--- src/rtl/spi_host.sv ---
// spi_host -- SPI mode-0 host for a bus-bridge target.
// Frame: {rw,6'b0,addr[16]}, addr[15:8], addr[7:0], then wr_data (writes)
// or 8 read clocks after the target signals done (reads).
// Optional feature: define SPI_HOST_TIMEOUT_EN to bound the done wait by
// TIMEOUT cycles; on expiry the read phase is skipped and err_o is raised.
module spi_host #(
  parameter int unsigned DIV     = 4,
  parameter int unsigned TIMEOUT = 1023
) (
  input  logic        clk_16_i,
  input  logic        reset_i,
  input  logic        start_i,
  input  logic        rw_ni,
  input  logic [16:0] addr_i,
  input  logic [7:0]  wr_data_i,
  output logic [7:0]  rd_data_o,
  output logic        busy_o,
  output logic        done_o,
  output logic        err_o,
  output logic        spi_sclk_o,
  output logic        spi_cs_no,
  output logic        spi_tx_o,
  input  logic        spi_rx_i,
  input  logic        spi_done_ni
);

  typedef enum logic [2:0] {S_IDLE, S_CMD, S_WAIT, S_READ, S_GAP} state_e;

  localparam logic [8:0] HALF_END = 9'(DIV - 1);
  localparam logic [8:0] GAP_END  = 9'(2 * DIV - 1);

  state_e      state_q, state_d;
  logic [8:0]  cnt_q, cnt_d;      // half-period / gap cycle counter
  logic [5:0]  bit_q, bit_d;      // completed bits in current phase
  logic [31:0] sr_q, sr_d;        // MOSI shift register, MSB is on the wire
  logic [7:0]  rx_q, rx_d;
  logic [7:0]  rd_q, rd_d;
  logic        rw_q, rw_d;
  logic        sclk_q, sclk_d;
  logic        cs_q, cs_d;
  logic        busy_q, busy_d;
  logic        done_q, done_d;
  logic [1:0]  sync_q;            // spi_done_ni synchronizer, [1] is safe to use
  logic        half_end;

`ifdef SPI_HOST_TIMEOUT_EN
  logic        err_q, err_d;
  logic [15:0] wcnt_q, wcnt_d;
  assign err_o = err_q;
`else
  logic [31:0] unused_timeout;
  assign unused_timeout = 32'(TIMEOUT);
  assign err_o = 1'b0;
`endif

  assign rd_data_o  = rd_q;
  assign busy_o     = busy_q;
  assign done_o     = done_q;
  assign spi_sclk_o = sclk_q;
  assign spi_cs_no  = cs_q;
  // Only the write byte trails the address with real data; reads load zeros
  // there so MOSI is already 0 through WAIT and READ.
  assign spi_tx_o   = sr_q[31];

  // Next-state and datapath: SCLK toggles every DIV cycles while clocking.
  always_comb begin
    state_d  = state_q;
    cnt_d    = cnt_q;
    bit_d    = bit_q;
    sr_d     = sr_q;
    rx_d     = rx_q;
    rd_d     = rd_q;
    rw_d     = rw_q;
    sclk_d   = sclk_q;
    cs_d     = cs_q;
    busy_d   = busy_q;
    done_d   = 1'b0;
`ifdef SPI_HOST_TIMEOUT_EN
    err_d    = err_q;
    wcnt_d   = wcnt_q;
`endif
    half_end = (cnt_q == HALF_END);
    case (state_q)
      S_IDLE: begin
        if (start_i) begin
          state_d = S_CMD;
          rw_d    = rw_ni;
          sr_d    = {rw_ni, 6'b0, addr_i, (rw_ni ? 8'h00 : wr_data_i)};
          cs_d    = 1'b0;
          sclk_d  = 1'b0;
          busy_d  = 1'b1;
          cnt_d   = '0;
          bit_d   = '0;
`ifdef SPI_HOST_TIMEOUT_EN
          err_d   = 1'b0;
          wcnt_d  = '0;
`endif
        end
      end
      S_CMD, S_READ: begin
        cnt_d = cnt_q + 9'd1;
        if (half_end) begin
          cnt_d  = '0;
          sclk_d = ~sclk_q;
          if (!sclk_q) begin
            // rising edge: sample MISO (only meaningful while reading)
            if (state_q == S_READ) rx_d = {rx_q[6:0], spi_rx_i};
          end else begin
            // falling edge: advance MOSI
            bit_d = bit_q + 6'd1;
            sr_d  = {sr_q[30:0], 1'b0};
            if (state_q == S_CMD && bit_q == (rw_q ? 6'd23 : 6'd31)) begin
              state_d = S_WAIT;
              bit_d   = '0;
            end else if (state_q == S_READ && bit_q == 6'd7) begin
              state_d = S_GAP;
              cs_d    = 1'b1;
              rd_d    = rx_q;
            end
          end
        end
      end
      S_WAIT: begin
        cnt_d = '0;
        if (!sync_q[1]) begin
          state_d = rw_q ? S_READ : S_GAP;
          cs_d    = ~rw_q;
        end
`ifdef SPI_HOST_TIMEOUT_EN
        else if (wcnt_q >= 16'(TIMEOUT)) begin
          state_d = S_GAP;
          cs_d    = 1'b1;
          err_d   = 1'b1;
        end else begin
          wcnt_d = wcnt_q + 16'd1;
        end
`endif
      end
      S_GAP: begin
        cnt_d = cnt_q + 9'd1;
        if (cnt_q == GAP_END) begin
          state_d = S_IDLE;
          cnt_d   = '0;
          done_d  = 1'b1;
          busy_d  = 1'b0;
        end
      end
      default: state_d = S_IDLE;
    endcase
  end

  // State registers; reset aborts any frame at once.
  always_ff @(posedge clk_16_i or posedge reset_i) begin
    if (reset_i) begin
      state_q <= S_IDLE;
      cnt_q   <= '0;
      bit_q   <= '0;
      sr_q    <= '0;
      rx_q    <= '0;
      rd_q    <= '0;
      rw_q    <= 1'b0;
      sclk_q  <= 1'b0;
      cs_q    <= 1'b1;
      busy_q  <= 1'b0;
      done_q  <= 1'b0;
      sync_q  <= 2'b11;
`ifdef SPI_HOST_TIMEOUT_EN
      err_q   <= 1'b0;
      wcnt_q  <= '0;
`endif
    end else begin
      state_q <= state_d;
      cnt_q   <= cnt_d;
      bit_q   <= bit_d;
      sr_q    <= sr_d;
      rx_q    <= rx_d;
      rd_q    <= rd_d;
      rw_q    <= rw_d;
      sclk_q  <= sclk_d;
      cs_q    <= cs_d;
      busy_q  <= busy_d;
      done_q  <= done_d;
      sync_q  <= {sync_q[0], spi_done_ni};
`ifdef SPI_HOST_TIMEOUT_EN
      err_q   <= err_d;
      wcnt_q  <= wcnt_d;
`endif
    end
  end

endmodule

--- config.mk ---
export PLATFORM = sky130hd
export DESIGN_NAME = spi_host
export DESIGN_NICKNAME = d
export VERILOG_FILES = /design/src/rtl/spi_host.sv
export SDC_FILE = /design/constraint.sdc
export NUM_CORES = 1
export LEC_CHECK = 0
export ABC_AREA = 1
export ABC_CLOCK_PERIOD_IN_PS = 2000
export BUFFER_PORTS_ARGS = -buffer_cell sky130_fd_sc_hd__buf_4
export CAP_MARGIN = 25
export CORE_ASPECT_RATIO = 1.75
export CORE_MARGIN = 2
export CORE_UTILIZATION = 40
export CTS_BUF_LIST = sky130_fd_sc_hd__clkbuf_4
export CTS_CLUSTER_DIAMETER = 80
export CTS_CLUSTER_SIZE = 8
export DETAILED_ROUTE_END_ITERATION = 12
export GPL_TIMING_DRIVEN = 0
export HOLD_SLACK_MARGIN = 0.02
export PLACE_DENSITY = 0.62
export SYNTH_ARGS = -nofsm -noshare
export SYNTH_HDL_FRONTEND = slang
export SYNTH_SLANG_ARGS = --single-unit
--- constraint.sdc ---
create_clock -name clk_16_i -period 2 [get_ports clk_16_i]
set_input_delay 0 -clock clk_16_i [delete_from_list [all_inputs] [get_ports clk_16_i]]
set_output_delay 0 -clock clk_16_i [all_outputs]
set_load 0.05 [all_outputs]
==> results.yml <==
floorplan:
  fp.dieW_um: 75.05
  die_area_um2: 9631
  die_y_um: 128.3
  core_area_um2: 8615
  io_pins: 45
  initial_utilization: 0.4102
  rows: 45
synthesis:
  avgSynthCellArea_um2: 8.639
  postSynth.asyncResetShare: 1.000
  yosysTopAreaCellShare: 0.4958
  seq_area_frac_synth: 0.5181
  yosysTopAreaCell: "dfrtp_1"
  yosys-top-cells-count: "nand2_1, dfrtp_1, inv_1, o21ai_1, nor2_1"
  synth_most_common_cell: "nand2_1"
  ys_warn_count: 0
  syn_nets: 442
  synth_area_leaders: "dfrtp_1, nand2_1, o21ai_1"
  synthCells: 409
  synth_edf_count: 0
  syn-cell-area_um2: 3533
  synth_cell_types: 35
  ys_ff_latch: 73
  synth_ff_type: "dfrtp_1"
grt:
  antenna_found_initial: 1
  grt_overflow_total: 0
  grt_max_degree: 44
  grt_pass1_vias: 3006
  grt_usage: 0.1841
  grt_pass1_wl_mm: 13.59
timing:
  rsz0062_at_grt: "false"
  fin_setup_tns_ps: 0
  period_share: 0.9287
  drv_slew: 0
  fmax_mhz: 538.4
  finalHoldViolCount: 0
  period_needed_ps: 1857
  skew_ps: 9.360
  setup_viol: 0
power_and_ir_drop:
  p_total_uw: 5451
  p_leak_uw: 0.002168
  ir_drop_mv: 0.5965
  power.density_nw_per_um2: 1221
clock_tree:
  numCtsBuffers: 9
  cts_tree: "yes"
  clkTransAtPathRegs_ps: 110
  clock-root-buffer: "clkbuf_4"
  clock_sink_count: 73
  clock_latency_ps: 430
  htree_levels: 3
  clk_path_buf_depth: 2
  postCtsSetupRepairBufs: 0
layout:
  drive_gt1_frac: 0.1876
  synthToLayoutAreaGrowth_pct: 26.38
  nets: 529
  fin_util: 0.5184
setup_path:
  startpoint_type: "flip-flop"
  rrSetupSlack_ps: 140
  criticalPathCategory: "flip-flop to flip-flop"
  critPathSlowestCell: "dlygate4sd3_1"
  crit_top_cell: "inv_2"
  cp_data_required_time_ps: 2360
  cp.buffers_inverters: 3
  crit_fanout: 9
  endpoint_kind: "flip-flop"
  max_stage_delay_ps: 560
  path_cells: "inv_2 -> nand2_2 -> inv_2 -> nor2_4 -> nand2_1 -> dlygate4sd3_1 -> o21ai_1"
  crit_arrival_ps: 2210
  cp_top_family: "buffers and inverters"
drt:
  via_per_inst: 4.856
  drtIter0Drc: 178
  drc_errors: 0
  routed_wl_mm: 7.951
  wl_per_cell_um: 12.84
  ant_nets: 0
  num_vias: 3006
  dr.pass1.iters: 4
flow_run:
  maxCapViolations: 0
placed_design:
  port_buffers: 43
  gp_congestion: 0.7449
  dpl.hpwl_mm: 5.607
worst_hold_path:
  min_path_type: "input port to asynchronous set/reset pin"
outcome:
  status: "complete, no violations"
path summary, 6_finish.rpt:
check	startpoint	to	cells past startpoint
max	state_q[2]	sr_q[0]	7
min	reset_i	sr_q[16]	3
max reg2reg	state_q[2]	sr_q[0]	7
min reg2reg	sync_q[0]	sync_q[1]	0
max in group asynchronous	reset_i	sync_q[1]	4
min in group clk_16_i	spi_done_ni	sync_q[0]	2
logic make-up after synthesis:
group | share of synthesized area
simple gates | 0.2089
fa+ha+maj | 0.007081
compound gates | 0.1317
flops | 0.5181
buf+inv | 0.08002
other cells | 0.001061
mux | 0.04816
xor+xnor | 0.004958
placed cells by master, fill, tap and decap left out, types with 6 or more instances in the layout:
master	netlist	routed
a21oi_1	10	10
a22oi_1	7	7
buf_4	2	45
clkbuf_4	0	12
dfrtp_1	70	70
dlygate4sd3_1	0	32
inv_1	39	38
mux2i_1	17	17
nand2_1	90	90
nand3_1	22	22
nand4_1	6	6
nor2_1	34	34
o21ai_0	21	21
o21ai_1	39	39
power by group:
group          total [µW]  switching [µW]  internal (µW)
Clock                 793             505            288
Sequential           2070             216           1850
Combinational        2590            1630            966
per-layer routing:
metal	vias up	GRT usage	share of wire
met4	0	0.09874	0.035
met1	1431	0.2130	0.40
met3	20	0.03759	0.028
met2	46	0.3106	0.54
met5	-	0	0
li1	1509	-	-
through the flow:
step	cell area, µm²	setup WS, ps	cells	hold slack [ps]
6_report	4466	142.7	619	124.1
3_3_place_gp	4003	-813.6	569	108.3
5_1_grt	4466	20.44	619	133.6
3_5_place_dp	4025	57.85	570	37.13
4_1_cts	4456	37.20	618	108.9
2_1_floorplan	3533	151.7	409	4.478
area by class of cell:
class,instances,area (µm²)
Fill cell,813,4149
Clock buffer,12,90.09
Antenna cell,1,2.502
Timing Repair Buffer,76,663.1
Sequential cell,73,1831
Buffer,18,123.9
Inverter,43,163.9
Clock inverter,4,20.02
Tap cell,117,146.4
Multi-Input combinational cell,275,1425
worst min-delay path: cells and delay by family:
family	cells	cell delay [ps]
buf+inv	3	980
repair_timing:
| action | 4_1_cts | 5_1_grt |
|---|---|---|
| hold buffers | 32 | 0 |
| endpoints found under the hold margin | 100 | 0 |
| resized for setup | 0 | 5 |
| endpoints found under the setup margin | 0 | 21 |
registers in the layout, summed over array words and instances (netlist names), 2 cells and up:
name / flops
rd_data_o: 8
cnt_q: 9
sr_q: 32
state_q: 3
sync_q: 2
bit_q: 6
rx_q: 8
Note: power is estimated with default switching activity, not from simulation.
